### src/rtl/if_fetch_pkg.sv
`default_nettype none
// ============================================================================
// Module : if_fetch_pkg
// Brief  : Shared types, state encodings and helpers for the fetch stage.
// Rev    : 1.0
// ============================================================================
package if_fetch_pkg;

  typedef logic [31:0] inst_addr_t;
  typedef logic [31:0] inst_t;

  localparam logic [1:0] c_FETCH_IDLE = 2'd0;
  localparam logic [1:0] c_FETCH_REQ  = 2'd1;
  localparam logic [1:0] c_FETCH_HOLD = 2'd2;

  localparam inst_addr_t c_PC_STEP   = 32'd4;
  localparam inst_t      c_ZERO_WORD = 32'h0000_0000;

  function automatic inst_addr_t align_word(input inst_addr_t addr);
    return {addr[31:2], 2'b00};
  endfunction

endpackage
`default_nettype wire

### src/rtl/if_fetch.sv
`default_nettype none
// ============================================================================
// Module : if_fetch
// Brief  : Instruction-fetch stage: owns the PC, runs a single-outstanding
//          req/ack fetch to instruction memory and feeds IF/ID.
// Rev    : 1.0
// ============================================================================
module if_fetch
  import if_fetch_pkg::*;
#(
  parameter inst_addr_t RESET_PC = 32'h0000_0000,
  parameter inst_addr_t PC_STEP  = c_PC_STEP
) (
  input  logic        clk,
  input  logic        rst,
  input  logic        stall,
  input  logic        branch_flag,
  input  logic [31:0] branch_target,
  output logic        mem_req,
  output logic [31:0] mem_addr,
  input  logic        mem_ack,
  input  logic [31:0] mem_rdata,
  output logic [31:0] if_pc,
  output logic [31:0] if_inst,
  output logic        if_valid,
  output logic        fetch_stall
);

  logic [1:0] r_state;
  inst_addr_t r_pc;
  inst_addr_t r_redirect_pc;
  logic       r_kill;

  inst_addr_t w_target;
  inst_addr_t w_pc_seq;

  assign w_target    = align_word(branch_target);
  assign w_pc_seq    = r_pc + PC_STEP;
  assign mem_req     = (r_state == c_FETCH_REQ);
  // Address reads zero until the first request so reset presents all-zero outputs.
  assign mem_addr    = (r_state == c_FETCH_IDLE) ? c_ZERO_WORD : r_pc;
  assign fetch_stall = mem_req & ~mem_ack;

  always_ff @(posedge clk or posedge rst) begin
    if (rst) begin
      r_state       <= c_FETCH_IDLE;
      r_pc          <= RESET_PC;
      r_redirect_pc <= '0;
      r_kill        <= 1'b0;
      if_pc         <= '0;
      if_inst       <= c_ZERO_WORD;
      if_valid      <= 1'b0;
    end else begin
      case (r_state)
        c_FETCH_IDLE: r_state <= c_FETCH_REQ;

        c_FETCH_REQ: begin
          if (!mem_ack) begin
            if (branch_flag) begin
              r_kill        <= 1'b1;
              r_redirect_pc <= w_target;
            end
            if (!stall) begin
              if_valid <= 1'b0;
              if_inst  <= c_ZERO_WORD;
            end
          end else if (r_kill || branch_flag) begin
            // Returning word belongs to the wrong path; a fresh branch beats a stored one.
            r_pc     <= branch_flag ? w_target : r_redirect_pc;
            r_kill   <= 1'b0;
            if_valid <= 1'b0;
            if_inst  <= c_ZERO_WORD;
          end else begin
            if_pc    <= r_pc;
            if_inst  <= mem_rdata;
            if_valid <= 1'b1;
            if (stall) r_state <= c_FETCH_HOLD;
            else       r_pc    <= w_pc_seq;
          end
        end

        c_FETCH_HOLD: begin
          if (!stall) begin
            r_state <= c_FETCH_REQ;
            r_kill  <= 1'b0;
            if (branch_flag || r_kill) begin
              r_pc     <= branch_flag ? w_target : r_redirect_pc;
              if_valid <= 1'b0;
              if_inst  <= c_ZERO_WORD;
            end else begin
              r_pc <= w_pc_seq;
            end
          end else if (branch_flag) begin
            r_kill        <= 1'b1;
            r_redirect_pc <= w_target;
          end
        end

        default: r_state <= c_FETCH_IDLE;
      endcase
    end
  end

endmodule
`default_nettype wire

### config.mk
export PLATFORM = sky130hd
export DESIGN_NAME = if_fetch
export DESIGN_NICKNAME = d
export VERILOG_FILES = /design/src/rtl/if_fetch_pkg.sv /design/src/rtl/if_fetch.sv
export SDC_FILE = /design/constraint.sdc
export NUM_CORES = 1
export LEC_CHECK = 0
export CAP_MARGIN = 30
export CORE_MARGIN = 5
export CORE_UTILIZATION = 49
export DETAILED_ROUTE_END_ITERATION = 8
export GPL_TIMING_DRIVEN = 0
export PLACE_DENSITY = 0.8
export SYNTH_ARGS = -nofsm -noshare
export SYNTH_HDL_FRONTEND = slang
export SYNTH_SLANG_ARGS = --single-unit
### constraint.sdc
create_clock -name clk -period 5.9 [get_ports clk]
set_input_delay 1.18 -clock clk [delete_from_list [all_inputs] [get_ports clk]]
set_output_delay 1.18 -clock clk [all_outputs]
set_load 0.02 [all_outputs]
==> impl_results.md <==
* Status: finished, violations left
* Failing checks: DRC
* RSZ-0062 raised after global routing: false
* Post-Syn Area per Cell at 11.04 µm²
* Final Critical Period at around 3.8 ns
* Vias per cell at between 5 and 6
* Final HPWL DP at about 14 mm
* Vias in the first global route at between 5000 and 6000
* Capturing element type of the critical path: output pin
* Total grt overflow at 0
* Setup ws final at between 2 and 2.5 ns
* Top FF cell, synth: dfrtp_1
* Clock power share at 0.198
* Clock Sinks at 132
* CTS root buf: clkbuf_16
* GRT Total Usage at 0.2458
* Vias post-DR at ~5600
* N_diodes at 0
* Internal at ~3.1 mW
* Initial antenna violation count at 1
* Initial core utilization at 0.4925
* WL per Instance at 20.25 µm
* Final Cycle Share at 0.6417
* PortBufs at 164
* Top cell type's share of synthesized area at 0.5125
* Hold buffer count at CTS at 0
* Leak at about 3.8 nW
* Worst-path clk slew at 0.05 ns
* Relative slew slack at 0.4939
* EDFF count, synth at 0
* Gpl congestion at 0.9159
* Most numerous cell in the Yosys netlist: dfrtp_1
* Switching power of the nets at around 2.0 mW
* Startpoint class of the critical path: register
* Sequential share of the synthesized area at 0.5125
* # IOs at between 150 and 200
* Fmax at ~0.26 GHz
* Cell Rows at 42
* Yosys warns at 0
* Worst-Margin Slew at around 0.76 ns
* Cts bufs inserted at 17
* Critical Path AT at between 2 and 3 ns
* Fin Hold WS at between 0.4 and 0.5 ns
* Max cap viols at 0
* Synth Instances at roughly 580
* Post-route ant nets at 0
* CTS tree: yes
* Crit-path max cell delay at between 0.6 and 0.7 ns
* Syn Nets at around 660
* Final setup fails at 0
* Max clock buf depth at 2
* Clock Skew at 0.004679 ns
* DRC Markers at 1
* Power share of the combinational group at 0.482
* Detailed Route Iter0 Violations at ~570
* Sw frac at 0.3937
* Max Slew Vio Count at 0
* Nets at approximately 840
* Post-layout total power at 5.177 mW
* Largest net degree at the start of global routing at 93
* Post-Route WL at 19.32 mm
* Crit Path Max Fanout at 10
* Top cells by count, synth: 132 x dfrtp_1, 55 x mux2_2, 50 x a21oi_1
* Crit-path slowest cell: clkbuf_1
* Maximum vdd drop at around 0.00026 V
* Dominant cells by area after synthesis: dfrtp_1 51%, mux2_2 9.6%, a22o_1 4.3%
* Pwr Density at a little under 600 nW/µm²
* Seq cells post-synth at roughly 130
* Sequential share of power at 0.320
* Layout cells sized above 1 at 0.1710
* Dpl ws at 2.328 ns
* Cts repair resizes at 0
* Die X at about 120 µm
* Die Ht at about 120 µm
* P&R area growth vs syn at 38.21%
* Post-Syn Area at 6445 µm²
* Buf+Inv Stages, Crit Path at 3
* Max H-tree Level at 4
* Core area at around 13000 µm²
* Post-route cell area at ~9000 µm²
* Clock latency on the worst-skew pair at ~0.41 ns
* Hold violation total from the final report at 0
* 1st-pass router iterations at 7
* Worst path cell trace: inv_1 > ha_1 > clkbuf_1 > nor2_1 > clkdlybuf4s50_1
* Worst EP required at between 4 and 5 ns
* Async set-reset flop share out of synthesis at 1.000
* Synth area leader: dfrtp_1
* First-pass GRT wire length at roughly 31 mm
* Cell Area, Placed at 8339 µm²
* Largest delay share family, worst path: buffers and inverters
* Post-CTS Setup Inserts at 0
* Path type of the worst setup path: reg2out
* Min-Delay Path Class: reg2reg
* Die area at 15550 µm²
* Netlist cell types at 62
layer usage:
layer / routed length [µm] / global-route usage
met5: 13 / 0
met4: 490 / 0.09220
met3: 1920 / 0.07247
met2: 9305 / 0.4052
met1: 7589 / 0.3060
kinds of logic (layout without fill, tap and decap cells):
family | after synthesis | in the layout | synth area share
AOI/OAI and AO/OA | 170 | 170 | 0.1871
DFF | 132 | 132 | 0.5125
muxes | 68 | 68 | 0.1163
and+or+nand+nor | 150 | 150 | 0.1310
adders and majority gates | 5 | 5 | 0.009707
buffers and inverters | 59 | 253 | 0.04329
power by group through the flow:
| stage | logic (mW) | registers (mW) | clock network (mW) |
|---|---|---|---|
| floorplan | 1.24 | 1.80 | 0 |
| global placement | 2.41 | 1.63 | 0 |
| detailed placement | 2.48 | 1.65 | 0 |
| CTS | 2.50 | 1.65 | 1.03 |
| global route | 2.66 | 1.71 | 1.07 |
| finish | 2.49 | 1.66 | 1.03 |
worst paths after layout:
kind,slack (ns),start,to,depth (start not counted)
worst max-delay path,2.11,r_state[1],mem_addr[14],5
worst min-delay path,0.48,r_redirect_pc[18],r_redirect_pc[18],2
worst max register to register,3.58,r_state[0],r_pc[16],9
worst min register to register,0.48,r_redirect_pc[18],r_redirect_pc[18],2
max in group asynchronous,3.99,rst,if_pc[26],3
min in group asynchronous,1.14,rst,if_inst[12],2
final cells by class:
cell class | count | area [µm²]
Multi-Input combinational cell | 393 | 2863
Inverter | 17 | 68.82
Clock buffer | 25 | 495.5
Tap cell | 176 | 220.2
Sequential cell | 132 | 3303
Buffer | 42 | 215.2
Fill cell | 941 | 4178
Timing Repair Buffer | 165 | 1669
Clock inverter | 4 | 72.57
worst min-delay path, stage by stage (launching register included):
cell	delay, ns
dfrtp_1	0.34
nand2_1	0.04
o21ai_0	0.06
flip-flops by register name, summed over array words and instances, names as in the netlist:
name,cells
if_inst,32
if_pc,32
r_pc,32
r_redirect_pc,32
r_state,2
if_valid,1
r_kill,1
stage by stage:
stage,TNS (ns),std cells,util
floorplan,0,584,-
global placement,-55.42,924,0.6348
detailed placement,0,925,0.6373
CTS,0,954,0.6807
global route,0,954,0.6807
finish,0,954,0.6807
placed cells by master, fill, tap and decap left out, types with 4 or more instances in the layout:
master	n
a22o_1	32
ha_1	5
mux2i_1	13
nor2_1	41
o22ai_1	5
nand3_1	11
o41ai_2	4
nor3_1	7
clkbuf_16	17
nor2b_1	30
clkdlybuf4s50_1	164
buf_2	16
nand4_1	4
nand2_1	25
a31oi_1	6
clkbuf_8	4
clkbuf_1	21
mux2_2	55
a311oi_1	4
buf_4	6
a21oi_1	50
a2bb2oi_1	6
o22a_1	4
and3_1	5
dfrtp_1	132
inv_1	16
o21ai_0	26
No activity file was read; power rests on OpenSTA's default activity.
